==> config.mk <==
export PLATFORM = sky130hd
export DESIGN_NAME = signed_seq_divider
export DESIGN_NICKNAME = d
export VERILOG_FILES = /design/src/rtl/signed_seq_divider.sv
export SDC_FILE = /design/constraint.sdc
export NUM_CORES = 1
export LEC_CHECK = 0
export CORE_ASPECT_RATIO = 1.75
export CORE_MARGIN = 2
export CORE_UTILIZATION = 30
export DETAILED_ROUTE_END_ITERATION = 8
export MAX_ROUTING_LAYER = met4
export PLACE_DENSITY = 0.59
export SYNTH_ARGS = -nofsm -noshare
export SYNTH_HDL_FRONTEND = slang
export SYNTH_SLANG_ARGS = --single-unit
==> constraint.sdc <==
create_clock -name clk -period 7.1 [get_ports clk]
set_input_delay 1.065 -clock clk [delete_from_list [all_inputs] [get_ports clk]]
set_output_delay 1.065 -clock clk [all_outputs]
set_load 0.1 [all_outputs]
==> src/rtl/signed_seq_divider.sv <==
// Iterative signed divider: restoring shift-subtract on magnitudes, one quotient
// bit per enabled clock, followed by a sign/flag fix-up cycle.
module signed_seq_divider #(
    parameter int DW = 36,
    parameter int VW = 18
) (
    input  logic          clk,
    input  logic          rst,
    input  logic          ce,
    input  logic          start,
    input  logic [DW-1:0] dividend,
    input  logic [VW-1:0] divisor,
    output logic          busy,
    output logic          done,
    output logic [DW-1:0] quotient,
    output logic [VW-1:0] remainder,
    output logic          div_by_zero,
    output logic          ovf
);

    localparam int CW = $clog2(DW);

    typedef enum logic [1:0] {IDLE, CALC, FIX, DONE} state_t;

    state_t        state_q, state_d;
    logic [CW-1:0] cnt_q, cnt_d;
    // Dividend magnitude shifts out the top while quotient bits shift in at the
    // bottom. Unsigned DW bits already hold 2^(DW-1), the magnitude of the most
    // negative dividend.
    logic [DW-1:0] dvd_q, dvd_d;
    logic [VW-1:0] dvs_q, dvs_d;
    logic [VW-1:0] prem_q, prem_d;
    logic          neg_dvd_q, neg_dvd_d;
    logic          neg_dvs_q, neg_dvs_d;
    logic          dz_q, dz_d;
    logic          ovfp_q, ovfp_d;
    logic [DW-1:0] quo_q, quo_d;
    logic [VW-1:0] rem_q, rem_d;
    logic          dzo_q, dzo_d;
    logic          ovo_q, ovo_d;

    logic [VW:0]   shifted, diff;
    logic          qbit;

    // Partial remainder stays below |divisor| <= 2^(VW-1), so the shifted value
    // fits VW bits and the trial difference needs only one extra sign bit.
    assign shifted = {prem_q, dvd_q[DW-1]};
    assign diff    = shifted - {1'b0, dvs_q};
    assign qbit    = ~diff[VW];

    always_comb begin
        state_d   = state_q;
        cnt_d     = cnt_q;
        dvd_d     = dvd_q;
        dvs_d     = dvs_q;
        prem_d    = prem_q;
        neg_dvd_d = neg_dvd_q;
        neg_dvs_d = neg_dvs_q;
        dz_d      = dz_q;
        ovfp_d    = ovfp_q;
        quo_d     = quo_q;
        rem_d     = rem_q;
        dzo_d     = dzo_q;
        ovo_d     = ovo_q;
        case (state_q)
            IDLE: begin
                if (start) begin
                    dvd_d     = dividend[DW-1] ? -dividend : dividend;
                    dvs_d     = divisor[VW-1]  ? -divisor  : divisor;
                    neg_dvd_d = dividend[DW-1];
                    neg_dvs_d = divisor[VW-1];
                    dz_d      = (divisor == '0);
                    ovfp_d    = (dividend == {1'b1, {(DW-1){1'b0}}}) && (divisor == '1);
                    prem_d    = '0;
                    cnt_d     = '0;
                    state_d   = (divisor == '0) ? FIX : CALC;
                end
            end
            CALC: begin
                prem_d = qbit ? diff[VW-1:0] : shifted[VW-1:0];
                dvd_d  = {dvd_q[DW-2:0], qbit};
                cnt_d  = cnt_q + 1'b1;
                if (cnt_q == CW'(DW-1))
                    state_d = FIX;
            end
            FIX: begin
                if (dz_q) begin
                    quo_d = '0;
                    rem_d = '0;
                    dzo_d = 1'b1;
                    ovo_d = 1'b0;
                end else begin
                    // -2^(DW-1)/-1 lands here with magnitude 2^(DW-1), which
                    // reads back as -2^(DW-1): the required wrap.
                    quo_d = (neg_dvd_q ^ neg_dvs_q) ? -dvd_q : dvd_q;
                    rem_d = neg_dvd_q ? -prem_q : prem_q;
                    dzo_d = 1'b0;
                    ovo_d = ovfp_q;
                end
                state_d = DONE;
            end
            DONE:    state_d = IDLE;
            default: state_d = IDLE;
        endcase
    end

    always_ff @(posedge clk or posedge rst) begin
        if (rst) begin
            state_q   <= IDLE;
            cnt_q     <= '0;
            dvd_q     <= '0;
            dvs_q     <= '0;
            prem_q    <= '0;
            neg_dvd_q <= 1'b0;
            neg_dvs_q <= 1'b0;
            dz_q      <= 1'b0;
            ovfp_q    <= 1'b0;
            quo_q     <= '0;
            rem_q     <= '0;
            dzo_q     <= 1'b0;
            ovo_q     <= 1'b0;
        end else if (ce) begin
            state_q   <= state_d;
            cnt_q     <= cnt_d;
            dvd_q     <= dvd_d;
            dvs_q     <= dvs_d;
            prem_q    <= prem_d;
            neg_dvd_q <= neg_dvd_d;
            neg_dvs_q <= neg_dvs_d;
            dz_q      <= dz_d;
            ovfp_q    <= ovfp_d;
            quo_q     <= quo_d;
            rem_q     <= rem_d;
            dzo_q     <= dzo_d;
            ovo_q     <= ovo_d;
        end
    end

    assign busy        = (state_q == CALC) || (state_q == FIX);
    assign done        = (state_q == DONE);
    assign quotient    = quo_q;
    assign remainder   = rem_q;
    assign div_by_zero = dzo_q;
    assign ovf         = ovo_q;

endmodule
==> results.toml <==
[status]
status = "complete, no violations"

[synth]
muxShareOfSynthArea_pct = 2.175
synth_top_family_by_area = "compound AO/OA/AOI/OAI gates"
yosysWarningCount = 0
yosys_register_bits = 140
synthSimpleGateAreaFrac_pct = 17.87
synthArstFlopShare_pct = 100.0
ys_types = 56
synth_cells = 1037
synthFlopType = "dfrtp_1"
synth_compound_gate_area_share_pct = 20.05
synth_edf_count = 0
yosys.area_share.adder_pct = 4.207
avgSynthCellArea_sq_um = 8.489
synthesis.nets = 1124
synthXorXnorAreaFrac_pct = 11.74
ys_seq_area_share_pct = 39.80
synth_area_sq_um = 8803

[setup_path]
crit_path_frequent_cell = "or4_1"
r2r_cells = 11
path_buf_inv = 1
critPathTopFamily = "simple AND/OR/NAND/NOR gates"
crit_required_ns = 7.38
critPathArrivalTime_ns = 3.96
endpoint_kind = "flip-flop"
startpoint_type = "primary input"
worstPathCellList = "clkdlybuf4s50_1 > or4_1 > or4_1 > or4_4 > nand2b_4 > o31ai_2 > xor2_1 > o22ai_1"
critPathKind = "primary input to flip-flop"
cp.depth = 8
crit_path_max_incr_delay_ns = 0.58
crit_path_top_delay_cell = "or4_1"
critPathMaxFanout = 6

[hold_path]
hp-class = "flip-flop to flip-flop"
worstHoldPathCells = 2

[timing]
min_period_over_period_pct = 51.95
setup_viol = 0
hold_viol = 0
drv_slew = 0
max_freq_ghz = 0.2711
rsz0062_at_grt = "no"
worst_slew_pin_slew_ns = 1.060
final.min_clock_period_ns = 3.688
finalSetupTns_ns = 0
maxSlewHeadroom_pct = 29.32
clock_skew_ns = 0.006948

[clock_tree]
cts_tree = "built"
clockRootBuffer = "clkbuf_16"
ctsHoldBuffers = 0
cts_buffer_depth = 2
htreeDepth = 4
numCtsBuffers = 17
insertion_delay_ns = 0.43
cts.repair.resized = 0
clock_sinks = 140
clkTransAtPathRegs_ns = 0.06
post_cts_buffers = 0

[grt]
grt_pass1_vias = 7413
antenna_found_initial = 2
grt_max_degree = 77
grt-ovfl-total = 0
grt_pass1_wl_um = 38810
track_usage_pct = 16.34

[placed_design]
placed_area_sq_um = 10280
portBuffers = 115
dp_hpwl_um = 18460
place.gp.congestion = 0.8828

[cells_and_area]
area_growth_pct = 23.58
fin_util_pct = 37.41
post_route_cells_drive_above_1_share_pct = 4.863
layout_commonest_cell = "nand2_1"
final_area_sq_um = 10880
final_cell_mix = "nand2_1 (155), o21ai_0 (143), dfrtp_1 (140), clkdlybuf4s50_1 (115), xor2_1 (83)"
nets = 1206

[drt]
wl_met3_um = 829
drc = 0
vias = 7572
drt_iter0_drc = 323
met2WireLength_um = 13040
drt_wl_total_um = 24120
top_layer_used = "met4"
final_antenna_net_count = 0
wire_per_inst_um = 15.92
vias_per_cell = 4.998
met1_length_um = 9606
drt_pass1_iterations = 5

[pwr]
ir_worst_vdd_mv = 0.2273
leakagePower_nw = 4.570
powerDensity_nw_per_um2 = 525.5

[flow_run]
maxCapViolCount = 0

[floorplan]
die_w_um = 133.5
io_pins = 116
fp-row-count = 83
initial_core_util_pct = 30.28
dieHeight_um = 230.6
core_sq_um = 29080
dieArea_sq_um = 30790
==> synth_stat cells (2+ instances only) <==
cell type,count,area (sq um)
a211oi_1,3,22.52
a21o_1,7,52.55
a21oi_1,65,325.3
a31oi_1,2,12.51
and2_1,3,18.77
and3_1,5,31.28
and4_1,2,17.52
buf_1,2,7.510
buf_2,2,10.01
clkbuf_1,57,214.0
dfrtp_1,140,3503
ha_1,28,350.3
inv_1,36,135.1
mux2i_1,18,180.2
nand2_1,156,585.6
nand2b_1,10,62.56
nand3_1,24,120.1
nand3b_1,3,22.52
nand4_1,13,81.33
nand4b_1,2,17.52
nor2_1,55,206.5
nor2b_1,6,37.54
nor3_1,11,55.05
nor3b_1,3,22.52
nor4_1,9,56.30
o211ai_1,4,30.03
o21a_1,3,22.52
o21ai_0,143,715.7
o22ai_1,18,112.6
o31ai_1,29,217.7
o31ai_2,2,25.02
o41ai_1,11,96.34
or2_2,4,25.02
or3_1,13,81.33
or4_1,11,82.58
xnor2_1,35,306.5
xor2_1,83,727.0
==> routing by layer <==
metal	up-vias	global-route usage, %
li1	3815	-
met1	3566	17.90
met2	156	29.69
met3	35	2.350
met4	0	6.250
met5	-	-
==> through the flow <==
stage	worst slack [ns]	power, mW	cells	hold WS [ns]
floorplan	2.282	4.009	1037	0.4498
finish	3.412	5.717	1515	0.4738
detailed placement	2.974	4.865	1482	0.4647
global route	3.294	6.126	1515	0.4939
CTS	3.410	5.772	1513	0.4782
global placement	2.991	4.817	1482	0.4612
==> report_power, final <==
group	total, mW	internal (mW)	leakage, nW	switching, mW
registers	1.46	1.12	1.80	0.346
clock network	0.897	0.556	0.288	0.341
logic	3.36	1.09	2.49	2.26
==> registers in the layout, indices dropped and copies added, names as in the netlist <==
register     count
state_q          2
div_by_zero      1
cnt_q            6
neg_dvd_q        1
neg_dvs_q        1
dz_q             1
ovf              1
ovfp_q           1
quotient        36
dvd_q           36
prem_q          18
dvs_q           18
remainder       18
==> worst reg2reg max path: cells and delay by family (launching register included) <==
kind                       cells  cell delay (ns)
DFF                            1             0.42
buffers and inverters          2             0.25
and+or+nand+nor                2             0.73
adders and majority gates      2             0.60
AOI/OAI and AO/OA              5             1.45
==> cell families after synthesis <==
kind of cell             count (synthesis)
buffers and inverters                   97
AO/OA/AOI/OAI                          300
AND/OR/NAND/NOR                        334
multiplexers                            19
flip-flops                             140
adder cells (fa/ha/maj)                 29
XOR/XNOR                               118
==> final timing paths <==
path | startpoint | endpoint | slack [ns]
max in group asynchronous | rst | dvd_q[0] | 4.63
max | dividend[4] | dvd_q[33] | 3.41
min reg2reg | quotient[35] | quotient[35] | 0.47
min in group asynchronous | rst | remainder[3] | 1.13
min | quotient[35] | quotient[35] | 0.47
max reg2reg | dvd_q[35] | prem_q[12] | 3.48
==> layout make-up <==
type                       count  area, sq um
fill                        3026        18200
multi-input combinational    800         4943
sequential                   140         3503
timing repair buffer         124         1219
tap                          382        478.0
clock buffer                  19        442.9
clock inverter                12        147.6
inverter                      36        140.1
antenna                        2        5.005
No activity file was read; power rests on OpenSTA's default activity.
